===== src/rtl/sram_be_2p.sv =====
// Two-port byte-enabled SRAM with a power-on/reset clearing sweep.
// One write port and one read port on a single clock; reads return after RD_LAT edges.
module sram_be_2p #(
    parameter int DAT_W    = 8,
    parameter int DEPTH    = 8,
    parameter int ADDR_W   = $clog2(DEPTH),
    parameter int RD_LAT   = 1,
    parameter int WR_FIRST = 0,
    localparam int BE_W    = DAT_W / 8
) (
    input  logic              clk,
    input  logic              rst,
    input  logic              wr_en,
    input  logic [ADDR_W-1:0] wr_addr,
    input  logic [DAT_W-1:0]  wr_data,
    input  logic [BE_W-1:0]   wr_be,
    input  logic              rd_en,
    input  logic [ADDR_W-1:0] rd_addr,
    output logic [DAT_W-1:0]  rd_data,
    output logic              rd_valid,
    output logic              busy
);

    generate
        if (RD_LAT != 1 && RD_LAT != 2) begin : g_bad_rd_lat
            $error("sram_be_2p: RD_LAT must be 1 or 2");
        end
        if (DAT_W % 8 != 0 || DAT_W < 8) begin : g_bad_dat_w
            $error("sram_be_2p: DAT_W must be a non-zero multiple of 8");
        end
        if (DEPTH < 2) begin : g_bad_depth
            $error("sram_be_2p: DEPTH must be at least 2");
        end
    endgenerate

    typedef enum logic {INIT, READY} state_t;

    localparam logic [ADDR_W:0]   DEPTH_C = (ADDR_W + 1)'(DEPTH);
    localparam logic [ADDR_W-1:0] LAST_C  = ADDR_W'(DEPTH - 1);

    state_t             state;
    logic [ADDR_W-1:0]  init_ptr;
    logic [DAT_W-1:0]   mem [DEPTH];

    logic               wr_fire;
    logic               rd_fire;
    logic               rd_in_range;
    logic [DAT_W-1:0]   rd_word;
    logic               s1_valid;
    logic [DAT_W-1:0]   s1_data;

    assign busy        = (state == INIT);
    assign rd_in_range = ({1'b0, rd_addr} < DEPTH_C);
    assign wr_fire     = (state == READY) && wr_en && ({1'b0, wr_addr} < DEPTH_C);
    assign rd_fire     = (state == READY) && rd_en;

    // Out-of-range reads return zero; write-first merges same-edge write bytes.
    always_comb begin
        rd_word = '0;
        if (rd_in_range) begin
            rd_word = mem[rd_addr];
            if (WR_FIRST != 0 && wr_fire && wr_addr == rd_addr) begin
                for (int i = 0; i < BE_W; i++) begin
                    if (wr_be[i]) rd_word[8*i +: 8] = wr_data[8*i +: 8];
                end
            end
        end
    end

    // Array has no reset; the INIT sweep zeroes it instead.
    always_ff @(posedge clk) begin
        if (state == INIT) begin
            mem[init_ptr] <= '0;
        end else if (wr_fire) begin
            for (int i = 0; i < BE_W; i++) begin
                if (wr_be[i]) mem[wr_addr][8*i +: 8] <= wr_data[8*i +: 8];
            end
        end
    end

    always_ff @(posedge clk or posedge rst) begin
        if (rst) begin
            state    <= INIT;
            init_ptr <= '0;
            s1_valid <= 1'b0;
            s1_data  <= '0;
            rd_valid <= 1'b0;
            rd_data  <= '0;
        end else begin
            case (state)
                INIT: begin
                    if (init_ptr == LAST_C) begin
                        state    <= READY;
                        init_ptr <= '0;
                    end else begin
                        init_ptr <= init_ptr + 1'b1;
                    end
                end
                default: state <= READY;
            endcase

            // rd_data only moves when a result lands, so it holds between pulses.
            if (RD_LAT == 2) begin
                s1_valid <= rd_fire;
                if (rd_fire) s1_data <= rd_word;
                rd_valid <= s1_valid;
                if (s1_valid) rd_data <= s1_data;
            end else begin
                rd_valid <= rd_fire;
                if (rd_fire) rd_data <= rd_word;
            end
        end
    end

endmodule


===== config.mk =====
export PLATFORM = sky130hd
export DESIGN_NAME = sram_be_2p
export DESIGN_NICKNAME = d
export VERILOG_FILES = /design/src/rtl/sram_be_2p.sv
export SDC_FILE = /design/constraint.sdc
export NUM_CORES = 1
export LEC_CHECK = 0
export ABC_AREA = 1
export CORE_ASPECT_RATIO = 0.7
export CORE_MARGIN = 4
export CORE_UTILIZATION = 50
export DETAILED_ROUTE_END_ITERATION = 10
export MAX_ROUTING_LAYER = met4
export PLACE_DENSITY = 0.72
export SLEW_MARGIN = 20
export SYNTH_ARGS = -nofsm -noshare
export SYNTH_HDL_FRONTEND = slang
export SYNTH_SLANG_ARGS = --single-unit

===== constraint.sdc =====
create_clock -name clk -period 1.7 [get_ports clk]
set_input_delay 0.255 -clock clk [delete_from_list [all_inputs] [get_ports clk]]
set_output_delay 0.255 -clock clk [all_outputs]
set_load 0.01 [all_outputs]

==> results.json, run 1 <==
{
  "pin_count": 29,
  "clk_pin_slew_ps": 80,
  "wire_per_inst_um": 14.5,
  "clk_path_buf_depth": 2,
  "syn2layout_area_growth_pct": 23.7,
  "fin_crit_sh": 0.978,
  "path_buf_inv": 1,
  "cpMaxStageDelayCell": "nor2_2",
  "required_ps": 1690,
  "vias": 2340,
  "setup_viol": 0,
  "clock-root-buffer": "clkbuf_8",
  "dpl.hpwl_mm": 5.06,
  "synth_top_family_by_area": "simple AND/OR/NAND/NOR gates",
  "gp_congestion": 0.814,
  "hold_viol_final": 0,
  "routed_wl_mm": 7.14,
  "worstMarginPinSlew_ps": 553,
  "die_y_um": 76.6,
  "hp-class": "primary input to async pin",
  "power_leakage_nw": 1.91,
  "crit_type": "flop to flop",
  "finalNetCount": 416,
  "track_usage": 0.196,
  "antenna_found_initial": 0,
  "worstSkewPairLatency_ps": 350,
  "pwr-share-seq": 0.557,
  "maxCapViolations": 0,
  "hold_ws_ps": 233,
  "status": "finished clean",
  "cts_setup_buffers": 0,
  "cts_sinks": 77,
  "synth-compound-area-share": 0.0138,
  "start_util": 0.528,
  "pwr-share-comb": 0.093,
  "crit_path_max_fanout": 8,
  "post-route-cell-area_um2": 4160,
  "fin_worst_skew_ps": 12.4,
  "core_um2": 6370,
  "ir_drop_mv": 0.528,
  "synth-simple-area-share": 0.216,
  "ctsHoldBuffers": 0,
  "port_buffers": 28,
  "drc": 0,
  "synth-edff-count": 64,
  "ys_types": 18,
  "ant_nets": 0,
  "clkPwrFrac": 0.349,
  "overflow": 0,
  "synthAdderAreaFrac": 0.00744,
  "async_reset_ff_frac": 0.169,
  "synthXorXnorAreaFrac": 0,
  "worstPathArrival_ps": 1650,
  "dr.pass1.iters": 4,
  "crit_path_start_kind": "flop",
  "synth-seq-area-share": 0.668,
  "cp_top_family": "simple AND/OR/NAND/NOR gates",
  "cts_tree": "done",
  "die_w_um": 106,
  "postSynthAreaPerCell_um2": 9.89,
  "place_area_um2": 3930,
  "p_int_mw": 2.88,
  "worst_path_largest_cell_delay_ps": 440,
  "grt_pass1_vias": 2233,
  "powerDensity_nw_per_um2": 897,
  "fill_cells": 519,
  "grt_max_degree": 33,
  "layout-drive-gt1-share": 0.140,
  "grt_pass1_wl_mm": 11.7,
  "numCtsBuffers": 9,
  "syn-cell-area_um2": 3360,
  "drt-vias-per-instance": 4.77,
  "ys_ff_latch": 77,
  "synthesis.nets": 361,
  "yosysWarnings": 0,
  "n_antenna_cell": 0,
  "final_max_slew_viol_count": 0,
  "drt-initial-drc-count": 231,
  "cts_resized": 4,
  "relSlewSlack": 0.631,
  "muxShareOfSynthArea": 0,
  "num_rows": 24,
  "synth_top_flop_cell": "edfxtp_1",
  "die_area_um2": 8120,
  "final.setup.tns_ps": 0,
  "p_sw_frac": 0.228,
  "crit_chain": "nand3_4 -> buf_4 -> o211ai_2 -> nor2_2",
  "layout_min_cycle_time_ps": 1660,
  "p_sw_uw": 852,
  "worstSetupEndpointType": "flop",
  "syn_inst": 340,
  "rsz0062_at_grt": "true",
  "h-tree-depth": 3,
  "max_freq_mhz": 602
}
-- worst register-to-register path: stages, from the launching register on --
cell and delay, ps:
dfrtp_1 410, nand3_4 120, buf_4 160, o211ai_2 160, nor2_2 440
-- worst paths after layout --
check	cells after the start	slack, ps	start	end
max	4	40	state	mem[6][2]
min	2	230	rst	rd_valid
max reg2reg	4	40	state	mem[6][2]
min reg2reg	2	490	rd_data[0]	rd_data[0]
max in group asynchronous	2	1100	rst	rd_data[0]
min in group clk	2	490	rd_data[0]	rd_data[0]
-- cells in the mapped netlist, types with 2 or more instances --
cell      number  area share
buf_2          8       0.012
clkbuf_1       2      0.0022
dfrtp_1       13       0.097
edfxtp_1      64        0.57
ha_1           2      0.0074
inv_1         66       0.074
nand2_1      109        0.12
nand3_1       48       0.071
nor2_1        16       0.018
o21ai_0        3      0.0045
o21ai_1        2      0.0030
-- registers in the layout, summed over array words and instances (netlist names) --
name      flops
init_ptr      3
mem          64
rd_data       8
rd_valid      1
state         1
-- area by class of cell --
cell class / instances / area (um2) / share of cell area
sequential: 77 / 2250 / 0.540
inverter: 67 / 251 / 0.0605
tap: 91 / 114 / 0.0274
clock buffer: 11 / 163 / 0.0391
clock inverter: 5 / 31.3 / 0.00752
multi-input combinational: 184 / 827 / 0.199
timing repair buffer: 56 / 526 / 0.126
-- kinds of logic after synthesis --
| logic type | count (synthesis) |
|---|---|
| and+or+nand+nor | 175 |
| buffers and inverters | 79 |
| DFF | 77 |
| AOI/OAI and AO/OA | 7 |
| adders and majority gates | 2 |
-- power by group through the flow --
stage | clock network [mW] | registers, mW | logic [mW]
6_report | 1.30 | 2.08 | 0.348
5_1_grt | 1.42 | 2.08 | 0.383
4_1_cts | 1.32 | 2.08 | 0.346
3_5_place_dp | 0 | 2.12 | 0.343
3_3_place_gp | 0 | 2.12 | 0.336
2_1_floorplan | 0 | 2.13 | 0.152
-- routing by layer --
| layer | up-vias | share of wire | GRT usage |
|---|---|---|---|
| met2 | 74 | 0.46 | 0.282 |
| met1 | 1078 | 0.46 | 0.276 |
| met4 | 0 | 0.0062 | 0.0401 |
| met3 | 7 | 0.074 | 0.0610 |
| li1 | 1181 | - | - |
| met5 | - | 0 | - |
-- placed cells by master, fill, tap and decap left out, types with 2 or more instances in the layout --
| cell type | n |
|---|---|
| nor2_1 | 10 |
| inv_1 | 66 |
| nand3_1 | 48 |
| clkdlybuf4s50_1 | 27 |
| clkinv_2 | 3 |
| nor2_2 | 6 |
| buf_12 | 2 |
| edfxtp_1 | 64 |
| dfrtp_1 | 13 |
| o21ai_0 | 3 |
| buf_6 | 3 |
| o21ai_2 | 3 |
| clkbuf_8 | 10 |
| ha_1 | 2 |
| nand2_1 | 109 |
| buf_4 | 23 |
-- through the flow --
stage	instances	power, mW	setup WS (ps)	util
finish	491	3.73	37.8	0.653
global route	491	3.89	-27.8	0.653
CTS	491	3.75	36.3	0.648
detailed placement	475	2.46	-451	0.617
global placement	475	2.46	-383	0.617
floorplan	340	2.28	48.1	-
(Power assumes the default switching activity.)
==> inputs of run 2 (changes only) <==
--- a/config.mk
+++ b/config.mk
@@ -8,10 +8,10 @@
 export ABC_AREA = 1
 export CORE_ASPECT_RATIO = 0.7
 export CORE_MARGIN = 4
-export CORE_UTILIZATION = 50
+export CORE_UTILIZATION = 45
 export DETAILED_ROUTE_END_ITERATION = 10
 export MAX_ROUTING_LAYER = met4
-export PLACE_DENSITY = 0.72
+export PLACE_DENSITY = 0.66
 export SLEW_MARGIN = 20
 export SYNTH_ARGS = -nofsm -noshare
 export SYNTH_HDL_FRONTEND = slang
==> run 2 against run 1 <==
  * Combinational power hardly changed
  * Setup slack better by 90 ps
  * Hold slack better by 2.2 ps
  * Non-clock buffer count is 2 higher
  * Sequential power hardly changed
  * Power is 2.1% higher
  * Count of clock-buffer cells in the layout is 1 higher
  * Fmax is 5.7% higher
  * Critical path depth is 1 lower
  * Largest power group unchanged
==> results.json, run 2 (same netlist as run 1, synthesis figures left out) <==
{
  "max_freq_mhz": 636,
  "grt_max_degree": 33,
  "layout_commonest_cell": "nand2_1",
  "crit_path_max_fanout": 5,
  "status": "finished clean",
  "die_w_um": 111,
  "setup_viol": 0,
  "cpMaxStageDelayCell": "dfrtp_1",
  "worstPathArrival_ps": 1320,
  "overflow": 0,
  "powerDensity_nw_per_um2": 918,
  "worst_path_largest_cell_delay_ps": 410,
  "cp_top_family": "buffers and inverters",
  "num_rows": 26,
  "hold_viol_final": 0,
  "largest_register_ffs": 64,
  "place_area_um2": 3940,
  "drt-initial-drc-count": 288,
  "pwr-share-comb": 0.091,
  "worstMarginPinSlew_ps": 509,
  "rsz0062_at_grt": "false",
  "core_um2": 7290,
  "post-place-cells": 484,
  "final_cells": 500,
  "layout-drive-gt1-share": 0.124,
  "crit_path_start_kind": "flop",
  "fin_crit_sh": 0.925,
  "fill_cells": 631,
  "clk_path_buf_depth": 2,
  "die_y_um": 80.3,
  "worstSkewPairLatency_ps": 350,
  "clkPwrFrac": 0.363,
  "drc": 0,
  "h-tree-depth": 3,
  "p_sw_uw": 834,
  "reg.largest.list": "mem: 64 flops, rd_data: 8 flops, init_ptr: 3 flops",
  "gp_congestion": 0.892,
  "hp-class": "primary input to async pin",
  "layout_min_cycle_time_ps": 1570,
  "path_buf_inv": 3,
  "drt-vias-per-instance": 4.81,
  "cts_sinks": 77,
  "port_buffers": 28,
  "routed_wl_mm": 7.48,
  "maxCapViolations": 0,
  "post-route-cell-area_um2": 4150,
  "layout_common_cells": "109 x nand2_1, 66 x inv_1, 64 x edfxtp_1",
  "clock-root-buffer": "clkbuf_8",
  "vias": 2407,
  "track_usage": 0.186,
  "fin_util": 0.569,
  "timing.final.ws_setup_ps": 128,
  "start_util": 0.461,
  "dpl.hpwl_mm": 5.36,
  "relSlewSlack": 0.661,
  "dr.pass1.iters": 4,
  "grt_pass1_vias": 2239,
  "largest-register": "mem",
  "worstSetupEndpointType": "primary output",
  "ant_nets": 0,
  "syn2layout_area_growth_pct": 23.4,
  "ir_drop_mv": 0.577,
  "place_ws_ps": -386,
  "cts_setup_buffers": 0,
  "pin_count": 29,
  "p_int_mw": 2.97,
  "n_antenna_cell": 0,
  "final_max_slew_viol_count": 0,
  "power_leakage_nw": 1.91,
  "required_ps": 1440,
  "cts_tree": "done",
  "fin_worst_skew_ps": 8.32,
  "die_area_um2": 8940,
  "crit_type": "flop to primary output",
  "pwr-share-seq": 0.546,
  "p_sw_frac": 0.219,
  "clk_pin_slew_ps": 80,
  "crit_chain": "buf_4 -> inv_1 -> dlygate4sd2_1",
  "finalNetCount": 418,
  "wire_per_inst_um": 15.0,
  "grt_pass1_wl_mm": 11.9,
  "numCtsBuffers": 9,
  "antenna_found_initial": 0
}
run 2: power groups by stage:
| stage | combinational (mW) | sequential (mW) | clock, mW |
|---|---|---|---|
| after floorplan | 0.152 | 2.13 | 0 |
| after detailed placement | 0.344 | 2.12 | 0 |
| after CTS | 0.345 | 2.08 | 1.40 |
| final | 0.345 | 2.08 | 1.38 |
| after global placement | 0.340 | 2.12 | 0 |
| after global routing | 0.382 | 2.08 | 1.48 |
run 2: path summary, 6_finish.rpt:
check,cells past startpoint,end,startpoint,slack (ps)
hold / removal,2,state,rst,240
min in group clk,2,rd_data[2],rd_data[2],480
max in group asynchronous,2,rd_data[2],rst,1120
setup / recovery,3,busy,state,130
setup reg to reg,7,mem[7][0],state,140
hold reg to reg,2,rd_data[2],rd_data[2],480
run 2: cell type report:
type,count,area [um2],share of cell area
clock buffers,12,155,0.0374
clock inverters,4,47.5,0.0115
inverters,67,251,0.0606
multi-input cells,184,807,0.195
flip-flops and latches,77,2250,0.542
well taps,98,123,0.0296
repair buffers,58,517,0.125
run 2: metrics by stage:
step                TNS (ps)  total power [mW]  hold slack (ps)
finish                     0              3.81              235
global route               0              3.95              292
CTS                        0              3.82              245
detailed placement    -15370              2.46              473
global placement      -12870              2.46              467
floorplan                  0              2.28              132
run 2: what timing repair did:
| action | in CTS | in global routing |
|---|---|---|
| gates cloned | 0 | 0 |
| hold buffers | 0 | 0 |
| endpoints found under the hold margin | 0 | 0 |
| gates resized for setup | 2 | 1 |
| endpoints found under the setup margin | 9 | 14 |
run 2: per-layer routing:
layer  track usage  wire, um  vias up
met2         0.258      3150       95
met4        0.0656       109        0
met5             -         0        -
met3        0.0482       640       10
met1         0.265      3580     1113
li1              -         -     1189
